### src/rtl/mem_test_engine.sv
// rtl/mem_test_engine.sv - Avalon-MM memory test engine: burst write pass, then burst read-compare pass
module mem_test_engine #(
    parameter int AMM_ADDR_W    = 31,
    parameter int AMM_DATA_W    = 128,
    parameter int AMM_BURST_W   = 11,
    parameter int BYTE_PER_WORD = AMM_DATA_W / 8,
    parameter int ERR_CNT_W     = 16
) (
    input  logic                     clk_ctrl_i,
    input  logic                     rst_i,
    input  logic                     start_i,
    input  logic [1:0]               cfg_mode_i,
    input  logic [AMM_ADDR_W-1:0]    cfg_start_addr_i,
    input  logic [31:0]              cfg_words_i,
    input  logic [AMM_BURST_W-1:0]   cfg_burst_i,
    input  logic [31:0]              cfg_pattern_i,
    output logic                     busy_o,
    output logic                     done_o,
    output logic                     err_o,
    output logic [ERR_CNT_W-1:0]     err_cnt_o,
    output logic [AMM_ADDR_W-1:0]    err_addr_o,
    output logic [AMM_DATA_W-1:0]    err_data_o,
    output logic [AMM_ADDR_W-1:0]    ctrl_address_o,
    output logic                     ctrl_read_o,
    output logic                     ctrl_write_o,
    output logic [AMM_DATA_W-1:0]    ctrl_writedata_o,
    output logic [AMM_BURST_W-1:0]   ctrl_burstcount_o,
    output logic [BYTE_PER_WORD-1:0] ctrl_byteenable_o,
    input  logic                     ctrl_waitrequest_i,
    input  logic                     ctrl_readdatavalid_i,
    input  logic [AMM_DATA_W-1:0]    ctrl_readdata_i
);

    localparam int REP = AMM_DATA_W / 32;
    localparam logic [AMM_BURST_W-1:0] MAX_BURST = AMM_BURST_W'(2 ** (AMM_BURST_W - 1));
    localparam logic [31:0] LFSR_TAPS = 32'h8020_0003;

    typedef enum logic [2:0] {
        S_IDLE,
        S_WR,
        S_RD_REQ,
        S_RD_DATA,
        S_FIN
    } state_t;

    state_t                  state_q, state_d;
    logic [1:0]              mode_q, mode_d;
    logic [31:0]             fixed_q, fixed_d;
    logic [31:0]             lfsr_q, lfsr_d;
    logic [31:0]             words_q, words_d;
    logic [31:0]             left_q, left_d;
    logic [AMM_ADDR_W-1:0]   start_addr_q, start_addr_d;
    logic [AMM_ADDR_W-1:0]   base_q, base_d;
    logic [AMM_ADDR_W-1:0]   waddr_q, waddr_d;
    logic [AMM_BURST_W-1:0]  eff_q, eff_d;
    logic [AMM_BURST_W-1:0]  bcnt_q, bcnt_d;
    logic [AMM_BURST_W-1:0]  beats_q, beats_d;
    logic                    done_q, done_d;
    logic                    err_q, err_d;
    logic [ERR_CNT_W-1:0]    err_cnt_q, err_cnt_d;
    logic [AMM_ADDR_W-1:0]   err_addr_q, err_addr_d;
    logic [AMM_DATA_W-1:0]   err_data_q, err_data_d;

    logic [31:0]             cur_pat;
    logic [AMM_DATA_W-1:0]   exp_word;
    logic [AMM_BURST_W-1:0]  start_eff;
    logic                    beat;
    logic                    req;

    function automatic logic [AMM_BURST_W-1:0] clamp_burst(input logic [AMM_BURST_W-1:0] b);
        if (b == '0) return AMM_BURST_W'(1);
        if (b > MAX_BURST) return MAX_BURST;
        return b;
    endfunction

    // Length of the next burst: full effective burst unless fewer words remain.
    function automatic logic [AMM_BURST_W-1:0] next_len(input logic [31:0] left,
                                                        input logic [AMM_BURST_W-1:0] eff);
        if (left < 32'(eff)) return left[AMM_BURST_W-1:0];
        return eff;
    endfunction

    function automatic logic [31:0] seed_of(input logic [31:0] p);
        return (p == 32'd0) ? 32'd1 : p;
    endfunction

    function automatic logic [31:0] lfsr_next(input logic [31:0] s);
        return (s >> 1) ^ (s[0] ? LFSR_TAPS : 32'd0);
    endfunction

    always_comb begin
        case (mode_q)
            2'd1:    cur_pat = 32'(waddr_q);
            2'd2:    cur_pat = lfsr_q;
            default: cur_pat = fixed_q;
        endcase
    end

    assign exp_word  = {REP{cur_pat}};
    assign start_eff = clamp_burst(cfg_burst_i);
    assign beat      = ((state_q == S_WR) && !ctrl_waitrequest_i) ||
                       ((state_q == S_RD_DATA) && ctrl_readdatavalid_i);

    always_comb begin
        state_d      = state_q;
        mode_d       = mode_q;
        fixed_d      = fixed_q;
        lfsr_d       = lfsr_q;
        words_d      = words_q;
        left_d       = left_q;
        start_addr_d = start_addr_q;
        base_d       = base_q;
        waddr_d      = waddr_q;
        eff_d        = eff_q;
        bcnt_d       = bcnt_q;
        beats_d      = beats_q;
        done_d       = 1'b0;
        err_d        = err_q;
        err_cnt_d    = err_cnt_q;
        err_addr_d   = err_addr_q;
        err_data_d   = err_data_q;

        case (state_q)
            S_IDLE: begin
                if (start_i) begin
                    mode_d       = cfg_mode_i;
                    fixed_d      = cfg_pattern_i;
                    lfsr_d       = seed_of(cfg_pattern_i);
                    words_d      = cfg_words_i;
                    left_d       = cfg_words_i;
                    start_addr_d = cfg_start_addr_i;
                    base_d       = cfg_start_addr_i;
                    waddr_d      = cfg_start_addr_i;
                    eff_d        = start_eff;
                    bcnt_d       = next_len(cfg_words_i, start_eff);
                    beats_d      = next_len(cfg_words_i, start_eff);
                    err_d        = 1'b0;
                    err_cnt_d    = '0;
                    err_addr_d   = '0;
                    err_data_d   = '0;
                    state_d      = (cfg_words_i == 32'd0) ? S_FIN : S_WR;
                end
            end
            S_WR: ;
            S_RD_REQ: begin
                if (!ctrl_waitrequest_i) state_d = S_RD_DATA;
            end
            S_RD_DATA: begin
                if (ctrl_readdatavalid_i && (ctrl_readdata_i != exp_word)) begin
                    if (err_cnt_q != '1) err_cnt_d = err_cnt_q + ERR_CNT_W'(1);
                    if (!err_q) begin
                        err_d      = 1'b1;
                        err_addr_d = waddr_q;
                        err_data_d = ctrl_readdata_i;
                    end
                end
            end
            S_FIN: begin
                done_d  = 1'b1;
                state_d = S_IDLE;
            end
            default: state_d = S_IDLE;
        endcase

        // Shared per-word advance for write beats and read beats.
        if (beat) begin
            lfsr_d  = lfsr_next(lfsr_q);
            waddr_d = waddr_q + AMM_ADDR_W'(1);
            left_d  = left_q - 32'd1;
            beats_d = beats_q - AMM_BURST_W'(1);
            if (beats_q == AMM_BURST_W'(1)) begin
                if (left_q == 32'd1) begin
                    if (state_q == S_WR) begin
                        state_d = S_RD_REQ;
                        lfsr_d  = seed_of(fixed_q);
                        waddr_d = start_addr_q;
                        base_d  = start_addr_q;
                        left_d  = words_q;
                        bcnt_d  = next_len(words_q, eff_q);
                        beats_d = next_len(words_q, eff_q);
                    end else begin
                        state_d = S_FIN;
                    end
                end else begin
                    base_d  = base_q + AMM_ADDR_W'(bcnt_q);
                    bcnt_d  = next_len(left_q - 32'd1, eff_q);
                    beats_d = next_len(left_q - 32'd1, eff_q);
                    if (state_q == S_RD_DATA) state_d = S_RD_REQ;
                end
            end
        end
    end

    always_ff @(posedge clk_ctrl_i) begin
        if (rst_i) begin
            state_q      <= S_IDLE;
            mode_q       <= '0;
            fixed_q      <= '0;
            lfsr_q       <= '0;
            words_q      <= '0;
            left_q       <= '0;
            start_addr_q <= '0;
            base_q       <= '0;
            waddr_q      <= '0;
            eff_q        <= '0;
            bcnt_q       <= '0;
            beats_q      <= '0;
            done_q       <= 1'b0;
            err_q        <= 1'b0;
            err_cnt_q    <= '0;
            err_addr_q   <= '0;
            err_data_q   <= '0;
        end else begin
            state_q      <= state_d;
            mode_q       <= mode_d;
            fixed_q      <= fixed_d;
            lfsr_q       <= lfsr_d;
            words_q      <= words_d;
            left_q       <= left_d;
            start_addr_q <= start_addr_d;
            base_q       <= base_d;
            waddr_q      <= waddr_d;
            eff_q        <= eff_d;
            bcnt_q       <= bcnt_d;
            beats_q      <= beats_d;
            done_q       <= done_d;
            err_q        <= err_d;
            err_cnt_q    <= err_cnt_d;
            err_addr_q   <= err_addr_d;
            err_data_q   <= err_data_d;
        end
    end

    assign req               = ctrl_write_o || ctrl_read_o;
    assign busy_o            = (state_q == S_WR) || (state_q == S_RD_REQ) || (state_q == S_RD_DATA);
    assign done_o            = done_q;
    assign err_o             = err_q;
    assign err_cnt_o         = err_cnt_q;
    assign err_addr_o        = err_addr_q;
    assign err_data_o        = err_data_q;
    assign ctrl_write_o      = (state_q == S_WR);
    assign ctrl_read_o       = (state_q == S_RD_REQ);
    assign ctrl_address_o    = req ? base_q : '0;
    assign ctrl_burstcount_o = req ? bcnt_q : '0;
    assign ctrl_writedata_o  = ctrl_write_o ? exp_word : '0;
    assign ctrl_byteenable_o = {BYTE_PER_WORD{req}};

endmodule
### config.mk
export PLATFORM = sky130hd
export DESIGN_NAME = mem_test_engine
export DESIGN_NICKNAME = d
export VERILOG_FILES = /design/src/rtl/mem_test_engine.sv
export SDC_FILE = /design/constraint.sdc
export NUM_CORES = 1
export LEC_CHECK = 0
export ABC_AREA = 1
export BUFFER_PORTS_ARGS = -buffer_cell sky130_fd_sc_hd__buf_2
export CORE_AREA = 2 2 236 238
export CTS_BUF_LIST = sky130_fd_sc_hd__clkbuf_16
export DETAILED_ROUTE_END_ITERATION = 12
export DIE_AREA = 0 0 238 240
export MAX_ROUTING_LAYER = met4
export PLACE_DENSITY = 0.77
export SLEW_MARGIN = 20
export SYNTH_ARGS = -nofsm -noshare
export SYNTH_HDL_FRONTEND = slang
export SYNTH_SLANG_ARGS = --single-unit
### constraint.sdc
create_clock -name clk_ctrl_i -period 3.6 [get_ports clk_ctrl_i]
set_input_delay 0.36 -clock clk_ctrl_i [delete_from_list [all_inputs] [get_ports clk_ctrl_i]]
set_output_delay 0.36 -clock clk_ctrl_i [all_outputs]
set_load 0.02 [all_outputs]
==> results.ini, run 1 <==
[synthesis]
synthArstFlopShare=0
synth_area_um2=27000
syn_area_per_cell_um2=6.95
yosys-top-cells-count=nand2_1, dfxtp_1, a21oi_1
synth.net_count=4177
synth.most_common_cell=nand2_1
ys_warn_count=0
synth_edf_count=0
synth_top_cell_area_share=0.323
synth-seq-area-share=0.323
ys_top_cells_by_area=dfxtp_1, nand2_1, a21oi_1, nand4_1, nand3_1
ys_types=56
ys_ff_latch=436
syn_inst=3886
yosysTopAreaCell=dfxtp_1
synth_ff_type=dfxtp_1

[grt]
grt_pass1_wl_um=176000
grt.overflow.total=0
track_usage=0.420
grt_pass1_vias=27000
antenna_found_initial=20
grt_max_degree=217

[place]
port_buffers=606
dp_slack_ns=0.119
place_hpwl_um=92400
place_area_um2=29800
gp_congestion=1.09

[cts]
numCtsBuffers=48
clockRootBuffer=clkbuf_16
htree_levels=2
hold_buffers=0
clkSinkCount=436
clk_path_buf_depth=3

[die]
die_x_um=238
die_height_um=240
num_rows=86
start_util=0.494
io_pins=607

[run_status]
haltStage=5_2_route
toolErrorMsg=[ERROR DRT-0255] Maze Route cannot find path of net ctrl_readdata_i[85] in worker of routeBox ( 193200 193200 ) ( 238000 240000 ).
outcome=did not finish

[timing]
endpoint_type=register data pin
crit_endpoint=err_data_o[89]$_SDFFE_PP0P_/D

## cell families after synthesis
group	count (synthesis)	share of synthesized area
DFF	436	0.323
AOI/OAI and AO/OA	783	0.177
buffers and inverters	663	0.117
and+or+nand+nor	1808	0.312
xor gates and xnor gates	146	0.0473
adders and majority gates	50	0.0234
## per-layer routing
layer	track usage
met3	0.119
met5	-
met2	0.627
met1	0.528
met4	0.188
## metrics by stage
stage / std cells / util / hold WS (ns)
2_1_floorplan: 3886 / - / 0.445
3_3_place_gp: 4910 / 0.545 / 0.452
3_5_place_dp: 4910 / 0.545 / 0.457
4_1_cts: 5000 / 0.576 / 0.0257
5_1_grt: 5036 / 0.580 / 0.0356
## timing repair
action | CTS | global route
endpoints found under the setup margin | 0 | 172
setup buffers | 0 | 16
resized for setup | 0 | 8
==> run 2, diff against run 1 <==
--- a/config.mk
+++ b/config.mk
@@ -7,12 +7,9 @@
 export LEC_CHECK = 0
 export ABC_AREA = 1
 export BUFFER_PORTS_ARGS = -buffer_cell sky130_fd_sc_hd__buf_2
-export CORE_AREA = 2 2 236 238
-export CTS_BUF_LIST = sky130_fd_sc_hd__clkbuf_16
+export CORE_UTILIZATION = 40
 export DETAILED_ROUTE_END_ITERATION = 12
-export DIE_AREA = 0 0 238 240
-export MAX_ROUTING_LAYER = met4
-export PLACE_DENSITY = 0.77
+export PLACE_DENSITY_LB_ADDON = 0.15
 export SLEW_MARGIN = 20
 export SYNTH_ARGS = -nofsm -noshare
 export SYNTH_HDL_FRONTEND = slang
==> run 2 against run 1 <==
The run now ends clean; global-route usage is 6.5 points lower; area after synthesis unchanged; synthesized cell count unchanged.
==> results.ini, run 2 <==
[place]
place_hpwl_um=93900  ; was 92400 um
port_buffers=606  ; unchanged
gp_congestion=0.995  ; was 1.09
place_area_um2=30100  ; was 29800 um^2
dp_slack_ns=-0.0996  ; was 0.119 ns

[run_status]
outcome=finished, final reports clean  ; was did not finish

[power]
ir_worst_vdd_uv=331
finalPower_w=0.0138
leakagePower_nw=13.6
power_density_nw_per_um2=430

[timing]
fmax_mhz=285
fin_crit_sh=0.976
setup_violations=0
period_needed_ns=3.51
setup_tns_ns=0
drv_slew=0
relSlewSlack=0.286
holdWs_ns=0.0453
final-hold-violation-count=0
finalWorstSetupSlack_ns=0.0854
worst_slew_pin_slew_ns=1.07
fin_skew_ns=0.0201

[synthesis]
synth_edf_count=0  ; unchanged
synth_top_cell_area_share=0.323  ; unchanged
synth.most_common_cell=nand2_1  ; unchanged
yosysTopAreaCell=dfxtp_1  ; unchanged
synthArstFlopShare=0  ; unchanged
yosys-top-cells-count=nand2_1, dfxtp_1, a21oi_1  ; unchanged
syn_inst=3886  ; unchanged
synth_area_um2=27000  ; unchanged
synth-seq-area-share=0.323  ; unchanged
ys_ff_latch=436  ; unchanged
ys_top_cells_by_area=dfxtp_1, nand2_1, a21oi_1, nand4_1, nand3_1  ; unchanged
syn_area_per_cell_um2=6.95  ; unchanged
ys_warn_count=0  ; unchanged
synth_ff_type=dfxtp_1  ; unchanged
synth.net_count=4177  ; unchanged
ys_types=56  ; unchanged

[grt]
grt_pass1_vias=27100  ; was 27000
grt_max_degree=180  ; was 217
grt_pass1_wl_um=182000  ; was 176000 um
track_usage=0.354  ; was 0.420
grt.overflow.total=0  ; unchanged
antenna_found_initial=26  ; was 20

[drt]
vias=30000
post_drt_wl_per_cell_um=24.4
wl_um=127000
drt-initial-drc-count=3817
viasPerCell=5.76
drc_errors=0
drt-pass1-iter-count=6
ant_nets=0

[cells_and_area]
register_area_um2=8730
fin_nets=4585
final_cell_mix=nand2_1, buf_2, dfxtp_1
largest_reg_flops=128
multiInputGateArea_um2=15300
mostFrequentLayoutCell=nand2_1
drive_gt1_frac=0.223
syn_to_final_growth_pct=19.0
final_cell_area_um2=32100
nFillCells=6881

[cts]
numCtsBuffers=50  ; was 48
htree_levels=2  ; unchanged
insertion_delay_ns=0.62
clkSinkCount=436  ; unchanged
clockRootBuffer=clkbuf_16  ; unchanged
clk_path_buf_depth=3  ; unchanged
cts_tree=yes
path_clk_slew_ns=0.06

[setup_path]
cp.required_ns=4.06
worst_setup_path_end_kind=register
r2r_slack_ns=0.09
crit_fanout=101
cp-start-kind=register
arrival_ns=3.97
critPathKind=reg -> reg

[die]
die_x_um=262  ; was 238 um
die-area_um2=68600
start_util=0.407  ; was 0.494
num_rows=94  ; was 86
die_height_um=262  ; was 240 um
io_pins=607  ; unchanged
core_area_um2=66300

[hold_path]
min_path_type=in -> reg

[flow_run]
max_cap_violations=0

-- run 2: cell counts after synthesis --
Identical to the previous run, type by type.
-- run 2: path summary, 6_finish.rpt --
path	startpoint	endpoint	cells past startpoint
worst max-delay path	mode_q[0]	err_data_o[70]	18
worst min-delay path	cfg_mode_i[1]	mode_q[1]	3
worst max register to register	mode_q[0]	err_data_o[70]	18
worst min register to register	eff_q[3]	eff_q[3]	2
-- run 2: where the power goes --
part	switching (W)	total [W]	internal, W
clock network	0.00229	0.00525	0.00296
registers	0.000233	0.00525	0.00502
logic	0.00224	0.00332	0.00108
total	0.00476	0.0138	0.00907
-- run 2: layer usage --
metal  wire length [um]  GRT usage  part of all wire  vias up
li1                   -          -                 -    14000
met1              52800      0.468              0.41    14100
met2              57800      0.556              0.45     1571
met3              10700     0.0642             0.084      289
met4               5930      0.171             0.047       12
met5                 88          0           0.00069        -
-- run 2: cells by family after synthesis --
logic type,count (synthesis),synth area share
AND/OR/NAND/NOR,1808,0.312
AO/OA/AOI/OAI,783,0.177
buffers and inverters,663,0.117
flip-flops,436,0.323
XOR/XNOR,146,0.0473
adder cells (fa/ha/maj),50,0.0234
-- run 2: cell type report --
| cell class | instances | area share |
|---|---|---|
| clock buffers | 67 | 0.0437 |
| multi-input cells | 2788 | 0.475 |
| repair inverters | 1 | 0.000156 |
| repair buffers | 725 | 0.133 |
| flip-flops and latches | 436 | 0.272 |
| clock inverters | 25 | 0.00716 |
| well taps | 864 | 0.0336 |
| diodes | 14 | 0.00109 |
| inverters | 292 | 0.0345 |
-- run 2: through the flow --
stage          utilization  instances
2_1_floorplan            -       3886
3_3_place_gp         0.454       5084
3_5_place_dp         0.454       5084
4_1_cts              0.478       5176
5_1_grt              0.484       5211
6_report             0.484       5212
-- run 2: critical path, cell delays in order (launching register included) --
cell and delay, ns:
dfxtp_1 0.34, inv_1 0.08, ha_4 0.30, clkinv_4 0.11, buf_12 0.19, buf_4 0.17, o21ai_4 0.30, buf_4 0.17
xnor2_1 0.06, nor3_2 0.32, nand2_1 0.08, nor2_1 0.12, nand2_1 0.06, nor2_1 0.13, buf_4 0.18, nand2_8 0.09
buf_12 0.23, nand4_1 0.22, a21oi_1 0.09
-- run 2: repair_timing --
item,4_1_cts,5_1_grt
setup endpoints to repair,166,196
resized for setup,3,22
pin swaps,0,4
buffers inserted,0,14
gates cloned,0,8
hold buffers,0,0
Note: power is estimated with default switching activity, not from simulation.
==> run 3, diff against run 2 <==
--- a/config.mk
+++ b/config.mk
@@ -7,8 +7,9 @@
 export LEC_CHECK = 0
 export ABC_AREA = 1
 export BUFFER_PORTS_ARGS = -buffer_cell sky130_fd_sc_hd__buf_2
-export CORE_UTILIZATION = 40
+export CORE_AREA = 2 2 236 238
 export DETAILED_ROUTE_END_ITERATION = 12
+export DIE_AREA = 0 0 238 240
 export PLACE_DENSITY_LB_ADDON = 0.15
 export SLEW_MARGIN = 20
 export SYNTH_ARGS = -nofsm -noshare
==> run 3 against run 2 <==
Die area down 17%; critical endpoint is now err_data_o[82]; hold slack worse by 0.0064 ns; clock power down 1%; sequential power about the same; first-iteration DRC count down 4.3%; cell area down 0.80%.
==> results.ini, run 3 (synthesized netlist as in run 2, its figures left out) <==
[timing]
setup_tns_ns=0  ; unchanged
fin_skew_ns=0.0237  ; was 0.0201 ns
period_needed_ns=3.50  ; was 3.51 ns
setup_violations=0  ; unchanged
relSlewSlack=0.211  ; was 0.286
fin_crit_sh=0.971  ; was 0.976
worst_slew_pin_slew_ns=1.18  ; was 1.07 ns
holdWs_ns=0.0389  ; was 0.0453 ns
final-hold-violation-count=0  ; unchanged
fmax_mhz=286  ; was 285 MHz
drv_slew=0  ; unchanged
rsz0062_at_grt=false

[power]
internal_power_w=0.00914  ; was 0.00907 W
swShare=0.336  ; was 0.344
pwr-share-seq=0.381  ; was 0.380
leakagePower_nw=13.6  ; about the same
pwr-share-clk=0.377  ; was 0.380
p_sw_w=0.00462  ; was 0.00476 W
combPwrFrac=0.241  ; was 0.240
ir_worst_vdd_uv=323  ; was 331 uV
finalPower_w=0.0138  ; about the same
power_density_nw_per_um2=432  ; was 430 nW/um^2

[cts]
clk_path_buf_depth=3  ; unchanged
clockRootBuffer=clkbuf_16  ; unchanged
hold_buffers=0  ; unchanged
numCtsBuffers=49  ; was 50
clkSinkCount=436  ; unchanged
cts_tree=yes  ; unchanged
insertion_delay_ns=0.61  ; was 0.62 ns
htree_levels=2  ; unchanged
path_clk_slew_ns=0.06  ; about the same

[drt]
wl_um=121000  ; was 127000 um
drc_errors=0  ; unchanged
viasPerCell=6.00  ; was 5.76
drt-pass1-iter-count=8  ; was 6
post_drt_wl_per_cell_um=23.9  ; was 24.4 um
ant_nets=0  ; unchanged
drt-initial-drc-count=3651  ; was 3817
vias=30300  ; was 30000

[die]
die-area_um2=57100  ; was 68600 um^2
io_pins=607  ; unchanged
die_height_um=240  ; was 262 um
num_rows=86  ; was 94
start_util=0.494  ; was 0.407
core_area_um2=54700  ; was 66300 um^2
die_x_um=238  ; was 262 um

[cells_and_area]
drive_gt1_frac=0.223  ; about the same
final_cell_area_um2=31900  ; was 32100 um^2
mostFrequentLayoutCell=nand2_1  ; unchanged
fin_util=0.583  ; was 0.484
syn_to_final_growth_pct=18.0  ; was 19.0%
nFillCells=5373  ; was 6881
final_cell_mix=nand2_1, buf_2, dfxtp_1  ; unchanged
largest_reg_flops=128  ; unchanged
fin_nets=4588  ; was 4585

[setup_path]
critPathKind=reg -> reg  ; unchanged
rr_startpoint=mode_q[0]  ; unchanged
timing.rr.end=err_data_o[82]  ; was err_data_o[70]
cp.buffers_inverters=7  ; unchanged
crit_family=simple AND/OR/NAND/NOR gates  ; was buffers and inverters
cp.required_ns=4.11  ; was 4.06 ns
arrival_ns=4.00  ; was 3.97 ns
crit_start=mode_q[0]  ; unchanged
cp-start-kind=register  ; unchanged
r2r_slack_ns=0.10  ; was 0.09 ns
endpoint=err_data_o[82]  ; was err_data_o[70]
crit_fanout=21  ; was 101
slowest_stage=dfxtp_1  ; unchanged
rr_worst_depth=20  ; was 18
cp.depth=20  ; was 18
cp_slowest_stage_delay_ns=0.33  ; was 0.34 ns
crit_chain=inv_1, ha_4, bufinv_16, buf_12, buf_4, o21ai_4, inv_1, nand2_1, nand4_1, nor3_4, nand2_1, nor2_1, nand2_1, nor2_4, nand2_8, nand3_4, buf_12, buf_12, nand3_1, a21oi_1  ; was inv_1, ha_4, clkinv_4, buf_12, buf_4, o21ai_4, buf_4, xnor2_1, nor3_2, nand2_1, nor2_1, nand2_1, nor2_1, buf_4, nand2_8, buf_12, nand4_1, a21oi_1
worst_setup_path_end_kind=register  ; unchanged

[place]
place_hpwl_um=89200  ; was 93900 um
gp_congestion=1.02  ; was 0.995
port_buffers=606  ; unchanged
place_area_um2=29800  ; was 30100 um^2

[grt]
track_usage=0.403  ; was 0.354
grt_pass1_wl_um=175000  ; was 182000 um
grt.overflow.total=0  ; unchanged
grt_max_degree=216  ; was 180
antenna_found_initial=12  ; was 26
grt_pass1_vias=27100  ; about the same

[run_status]
outcome=finished, final reports clean  ; unchanged

[flow_run]
max_cap_violations=0  ; unchanged

[hold_path]
min_path_type=in -> reg  ; unchanged

run 3: worst reg2reg max path, delay by kind of cell (launching register included):
family / cells / cell delay (ns)
and+or+nand+nor: 10 / 1.28
buffers and inverters: 7 / 1.01
AOI/OAI and AO/OA: 2 / 0.44
DFF: 1 / 0.33
adders and majority gates: 1 / 0.31
run 3: worst min path at each step:
stage / startpoint / endpoint / slack, ns / cells past startpoint
floorplan: eff_q[3] / eff_q[3] / 0.45 / 2
global placement: start_addr_q[24] / start_addr_q[24] / 0.45 / 2
detailed placement: start_addr_q[24] / start_addr_q[24] / 0.46 / 2
CTS: cfg_mode_i[1] / mode_q[1] / 0.02 / 3
global route: cfg_mode_i[1] / mode_q[1] / 0.03 / 3
finish: cfg_mode_i[1] / mode_q[1] / 0.04 / 3
run 3: through the flow:
stage | std cells | worst slack, ns
after floorplan | 3886 | 0.946
after global placement | 4915 | -0.126
after detailed placement | 4915 | -0.161
after CTS | 5005 | 0.0182
after global routing | 5043 | 0.00105
final | 5044 | 0.104
run 3: timing repair:
| action | CTS | global route |
|---|---|---|
| endpoints found under the setup margin | 159 | 181 |
| cloned | 0 | 4 |
| resized for setup | 1 | 26 |
| setup buffers | 1 | 30 |
| pin swaps | 0 | 9 |
run 3: layout make-up:
| cell class | instances | area, um^2 | share of cell area |
|---|---|---|---|
| clock inverters | 19 | 206 | 0.00648 |
| well taps | 704 | 881 | 0.0276 |
| clock buffers | 70 | 1420 | 0.0444 |
| inverters | 292 | 1130 | 0.0355 |
| diodes | 5 | 12.5 | 0.000392 |
| multi-input cells | 2787 | 15300 | 0.478 |
| repair buffers | 730 | 4250 | 0.133 |
| flip-flops and latches | 436 | 8730 | 0.274 |
| repair inverters | 1 | 8.76 | 0.000275 |
run 3: per-layer routing:
| metal | part of all wire | routed length [um] | up-vias | global-route usage |
|---|---|---|---|---|
| li1 | - | - | 14000 | - |
| met1 | 0.39 | 47000 | 14100 | 0.517 |
| met2 | 0.44 | 52900 | 1808 | 0.621 |
| met3 | 0.10 | 12500 | 375 | 0.0915 |
| met4 | 0.068 | 8250 | 12 | 0.239 |
| met5 | 0.00071 | 86 | - | 0 |
run 3: power by group through the flow:
stage | registers [W] | logic (W) | clock network [W]
6_report | 0.00525 | 0.00332 | 0.00519
5_1_grt | 0.00526 | 0.00358 | 0.00542
4_1_cts | 0.00524 | 0.00314 | 0.00521
3_5_place_dp | 0.00534 | 0.00312 | 0
3_3_place_gp | 0.00534 | 0.00311 | 0
2_1_floorplan | 0.00526 | 0.00214 | 0
